--- src/rtl/instr_fetch.sv ---
// ============================================================================
// Module   : instr_fetch
// Brief    : Instruction fetch stage with a prefetch queue and PC redirect.
//            Optional performance counters enabled by IFETCH_PERF_CNT_EN.
// Revision : 1.0 - initial release
// ============================================================================
`default_nettype none

module instr_fetch #(
  parameter int                       MP_DATA_WIDTH = 32,
  parameter int                       MP_FIFO_DEPTH = 4,
  parameter logic [MP_DATA_WIDTH-1:0] MP_RESET_PC   = '0
) (
  input  logic                     iclk,
  input  logic                     irst,
  output logic [MP_DATA_WIDTH-1:0] oimem_addr,
  input  logic [MP_DATA_WIDTH-1:0] iimem_rdata,
  input  logic                     iredirect,
  input  logic [MP_DATA_WIDTH-1:0] iredirect_pc,
  output logic                     ovalid,
  input  logic                     iready,
  output logic [MP_DATA_WIDTH-1:0] oinstr,
  output logic [MP_DATA_WIDTH-1:0] opc,
  output logic [MP_DATA_WIDTH-1:0] opc_plus4,
  output logic [31:0]              ofetch_cnt,
  output logic [31:0]              oflush_cnt
);

  localparam int                       c_ptr_w = $clog2(MP_FIFO_DEPTH);
  localparam int                       c_cnt_w = c_ptr_w + 1;
  localparam logic [MP_DATA_WIDTH-1:0] c_four  = MP_DATA_WIDTH'(4);

  logic [MP_DATA_WIDTH-1:0] r_pc;
  logic [MP_DATA_WIDTH-1:0] r_q_pc    [MP_FIFO_DEPTH];
  logic [MP_DATA_WIDTH-1:0] r_q_instr [MP_FIFO_DEPTH];
  logic [c_ptr_w-1:0]       r_rd_ptr;
  logic [c_ptr_w-1:0]       r_wr_ptr;
  logic [c_cnt_w-1:0]       r_count;

  logic w_pop;
  logic w_push;

  assign w_pop  = (r_count != '0) && iready && !iredirect;
  // A pop frees a slot in the same cycle, so a full queue can still accept.
  assign w_push = !iredirect && ((r_count < c_cnt_w'(MP_FIFO_DEPTH)) || w_pop);

  always_ff @(posedge iclk) begin
    if (irst) begin
      r_pc     <= MP_RESET_PC;
      r_rd_ptr <= '0;
      r_wr_ptr <= '0;
      r_count  <= '0;
      for (int i = 0; i < MP_FIFO_DEPTH; i++) begin
        r_q_pc[i]    <= '0;
        r_q_instr[i] <= '0;
      end
    end else if (iredirect) begin
      r_pc     <= {iredirect_pc[MP_DATA_WIDTH-1:2], 2'b00};
      r_rd_ptr <= '0;
      r_wr_ptr <= '0;
      r_count  <= '0;
    end else begin
      if (w_push) begin
        r_q_pc[r_wr_ptr]    <= r_pc;
        r_q_instr[r_wr_ptr] <= iimem_rdata;
        r_wr_ptr            <= r_wr_ptr + c_ptr_w'(1);
        r_pc                <= r_pc + c_four;
      end
      if (w_pop) begin
        r_rd_ptr <= r_rd_ptr + c_ptr_w'(1);
      end
      case ({w_push, w_pop})
        2'b10:   r_count <= r_count + c_cnt_w'(1);
        2'b01:   r_count <= r_count - c_cnt_w'(1);
        default: r_count <= r_count;
      endcase
    end
  end

  assign oimem_addr = r_pc;
  assign ovalid     = (r_count != '0);
  assign oinstr     = r_q_instr[r_rd_ptr];
  assign opc        = r_q_pc[r_rd_ptr];
  assign opc_plus4  = r_q_pc[r_rd_ptr] + c_four;

`ifdef IFETCH_PERF_CNT_EN
  logic [31:0] r_fetch_cnt;
  logic [31:0] r_flush_cnt;

  always_ff @(posedge iclk) begin
    if (irst) begin
      r_fetch_cnt <= '0;
      r_flush_cnt <= '0;
    end else begin
      if (w_push) begin
        r_fetch_cnt <= r_fetch_cnt + 32'd1;
      end
      if (iredirect) begin
        r_flush_cnt <= r_flush_cnt + 32'(r_count);
      end
    end
  end

  assign ofetch_cnt = r_fetch_cnt;
  assign oflush_cnt = r_flush_cnt;
`else
  assign ofetch_cnt = 32'h0;
  assign oflush_cnt = 32'h0;
`endif

endmodule

`default_nettype wire

--- config.mk ---
export PLATFORM = sky130hd
export DESIGN_NAME = instr_fetch
export DESIGN_NICKNAME = d
export VERILOG_FILES = /design/src/rtl/instr_fetch.sv
export SDC_FILE = /design/constraint.sdc
export NUM_CORES = 1
export LEC_CHECK = 0
export ABC_AREA = 1
export CELL_PAD_IN_SITES_DETAIL_PLACEMENT = 0
export CELL_PAD_IN_SITES_GLOBAL_PLACEMENT = 1
export CORE_UTILIZATION = 40
export CTS_CLUSTER_SIZE = 24
export DETAILED_ROUTE_END_ITERATION = 16
export PLACE_DENSITY_LB_ADDON = 0.1
export SETUP_SLACK_MARGIN = 0.2
export SYNTH_ARGS = -nofsm -noshare
export SYNTH_HDL_FRONTEND = slang
export SYNTH_SLANG_ARGS = --single-unit
--- constraint.sdc ---
create_clock -name iclk -period 4.7 [get_ports iclk]
set_clock_uncertainty 0.1 [all_clocks]
set_input_delay 0.47 -clock iclk [delete_from_list [all_inputs] [get_ports iclk]]
set_output_delay 0.47 -clock iclk [all_outputs]
set_load 0.005 [all_outputs]
==> impl_summary.log <==
[metrics] number of post-CTS setup repair buffers: 0
[metrics] global-route wire length before repair: 65290 um
[metrics] Flop pwr share: 49.5%
[metrics] post-DR wirelength/cell: 17.32 um
[metrics] number of flip-flops and latches in the synthesized netlist: 287
[metrics] sequential area share after synthesis: 54.77%
[metrics] antenna cell count: 0
[metrics] post-synthesis instance total: 1795
[metrics] pin count of the biggest net entering global routing: 67
[metrics] unrepaired setup endpoints after global routing: no
[metrics] Internal Power: 4546 uW
[metrics] distinct cell type count after synthesis: 39
[metrics] clock buffer depth: 3
[metrics] number of ports placed on the die boundary: 261
[metrics] Avg Vias per Cell: 4.957
[metrics] number of global-route vias before repair: 11590
[metrics] Worst setup EP type: output pin
[metrics] Data required, critical path: 4.13 ns
[metrics] leakage power of the design: 0.007244 uW
[metrics] placed wire-length estimate: 27130 um
[metrics] run status: finished, final reports clean
[metrics] global routing usage summed across all routing layers: 21.97%
[metrics] iteration count of the initial detailed-routing pass: 4
[metrics] die height: 195.8 um
[metrics] clock buffer count from CTS: 30
[metrics] final critical path time including I/O delays and setup: 4.155 ns
[metrics] Port Buf Inserts: 188
[metrics] initial cell density of the core: 40.84%
[metrics] Total Wirelength: 42370 um
[metrics] Clock Pin Slew Worst Setup and Hold Paths: 0.06 ns
[metrics] number of H-tree levels: 1
[metrics] initial antenna violation count: 0
[metrics] Max-Slew Margin vs Limit: 37.57%
[metrics] area delta synth->final: 19.91%
[metrics] PostCTS Resize Cnt: 0
[metrics] DRC Markers: 0
[metrics] post-placement setup slack: 1.082 ns
[metrics] layout cells sized above 1: 6.165%
[metrics] Fmax: 240.7 MHz
[metrics] ratio of total power to cell area: 332.1 mW/mm^2
[metrics] Cell Rows: 70
[metrics] Tightest Hold Check Type: reg -> reg
[metrics] global route total overflow: 0
[metrics] max-slew violation total from the final report: 0
[metrics] Cell Count Post-Placement: 2391
[metrics] buffer cell driving the clock tree root: clkbuf_16
[metrics] kind of critical path: reg -> out
[metrics] count of warnings emitted by yosys: 0
[metrics] final RePlAce weighted congestion: 0.8855
[metrics] Die Outline Area: 0.03834 sq mm
[metrics] insertion delay of the later-clocked pin in the worst-skew pair: 0.57 ns
[metrics] endpoint arrival time on the critical path: 3.59 ns
[metrics] fraction of the cycle the final worst path needs: 88.41%
[metrics] sum of internal, switching and leakage power: 5983 uW
[metrics] final layout net count: 2028
[metrics] switching fraction of total power: 24.03%
[metrics] Maximum Capacitance Violations: 0
[metrics] clock network fraction of design power: 39.5%
[metrics] hold buffer count at cts: 0
[metrics] Starting DRT DRC Count: 776
[metrics] largest fanout of any net on the critical path: 26
[metrics] number of setup violations in the final report: 0
[metrics] CTS tree: yes
[metrics] count of antenna-violating nets left after detailed routing: 0
[metrics] DR vias: 12130
[metrics] critical path startpoint category: register
[metrics] core region area: 0.03679 sq mm
[metrics] Worst-Margin Slew: 0.9364 ns
[metrics] Max VDD drop: 293.5 uV
[metrics] number of non-filler instances in the completed layout: 2447
[metrics] final-layout setup total negative slack: 0 ns
[metrics] Net Sw Power: 1438 uW
[metrics] number of hold violations in the final report: 0
[metrics] die boundary width: 195.8 um
[metrics] worst setup margin: 0.5449 ns
[metrics] netlist area before placement: 0.01502 sq mm
[metrics] Comb power frac: 11.0%
[metrics] clock sink count: 287
[metrics] mean area per synthesized cell: 8.369 sq um
cells in the final DEF, fill, tap and decap left out, types with 2 or more instances in the layout:
master,instances
inv_2,6
a22oi_1,3
a211oi_1,3
nand2_1,454
nor2_4,4
buf_12,4
a31oi_1,6
nor2_1,411
xnor2_1,2
clkbuf_1,7
buf_4,18
xor2_1,17
clkinv_2,7
nand3_1,114
ha_1,5
inv_1,125
nand2_2,27
nand4_1,9
o22ai_1,33
a21oi_1,25
edfxtp_1,248
clkinv_1,7
o21ai_1,5
o211ai_1,3
nand2_4,2
dfxtp_1,37
nand3_2,2
bufinv_16,3
o21ai_0,78
clkbuf_8,2
nor2_2,11
clkdlybuf4s50_1,188
conb_1,70
clkbuf_16,30
area by class of cell:
class                   count  area, sq um
flip-flops and latches    287         8233
clock inverters            17        177.7
clock buffers              39        804.5
well taps                 468        585.6
multi-input cells        1293         5610
inverters                 133        506.7
repair buffers            210         2097
fillers                  3533        18770
per-layer routing:
metal	global-route usage [%]	up-vias	part of all wire, %
li1	-	6009	-
met1	31.10	5723	47
met2	36.47	372	47
met3	2.682	27	5.5
met4	3.906	0	0.99
met5	0	-	0
power by group through the flow:
| stage | registers (uW) | clock network, uW | logic [uW] |
|---|---|---|---|
| floorplan | 3000 | 0 | 355 |
| global placement | 3010 | 0 | 657 |
| detailed placement | 3010 | 0 | 664 |
| CTS | 2960 | 2410 | 667 |
| global route | 2970 | 2510 | 728 |
| finish | 2960 | 2370 | 659 |
state kept, by name, summed over array words and instances, names as in the netlist, named ones only:
register,cells
r_rd_ptr,2
r_q_pc,120
r_wr_ptr,2
r_q_instr,128
r_count,3
oimem_addr,30
cells in the mapped netlist, drive strengths merged:
library cell | instances | share of area (%)
nor3b | 1 | 0.050
a31oi | 6 | 0.25
a22oi | 3 | 0.15
buf | 113 | 5.5
a211oi | 3 | 0.15
inv | 132 | 3.3
clkbuf | 38 | 0.95
clkinv | 1 | 0.025
nor3 | 2 | 0.10
o22ai | 33 | 1.4
ha | 5 | 0.42
nand3b | 1 | 0.050
and2 | 1 | 0.042
nand2 | 483 | 12
xor2 | 17 | 0.99
conb | 1 | 0.025
a21oi | 25 | 0.83
o221ai | 1 | 0.058
nor2 | 426 | 11
a32oi | 1 | 0.058
nand3 | 116 | 3.9
dfxtp | 39 | 5.2
nand4 | 9 | 0.37
xnor2 | 2 | 0.12
o21bai | 1 | 0.050
edfxtp | 248 | 50
or2 | 1 | 0.042
o211ai | 3 | 0.15
o21ai | 83 | 2.8
worst max-delay path: stages (launching register included):
cell and delay (ns):
dfxtp_2 0.60, inv_2 0.34, nor2_1 0.17, o21ai_0 0.09, nand2_1 0.28, ha_1 0.26, nand3_2 0.19, nor2_4 0.22
nand2_2 0.13, nor2_1 0.12, nand2_1 0.06, nand2_1 0.06, clkdlybuf4s50_1 0.50
kinds of logic (layout without fill, tap and decap cells):
family,after synthesis,after routing,synth area share [%]
flip-flops,287,287,54.77
AND/OR/NAND/NOR,1040,1040,28.07
AO/OA/AOI/OAI,159,159,5.838
XOR/XNOR,19,19,1.108
other,1,70,0.02496
adder cells (fa/ha/maj),5,5,0.4164
buffers and inverters,284,399,9.778
metrics by stage:
stage / utilization (%) / instance area (sq um) / hold slack [ns]
after floorplan: - / 15280 / 0.3432
after global placement: 46.30 / 17030 / 0.3574
after detailed placement: 46.30 / 17030 / 0.3686
after CTS: 48.97 / 18010 / 0.3831
after global routing: 48.97 / 18010 / 0.4103
final: 48.97 / 18010 / 0.3792
path summary, 6_finish.rpt:
check	start	to	slack, ns	depth (start not counted)
max	register	opc_plus4[20]	0.54	12
min	r_rd_ptr[0]	r_rd_ptr[0]	0.38	1
max reg2reg	r_count[0]	r_q_pc[3][24]	1.46	10
min reg2reg	r_rd_ptr[0]	r_rd_ptr[0]	0.38	1
No activity file was read; power rests on OpenSTA's default activity.
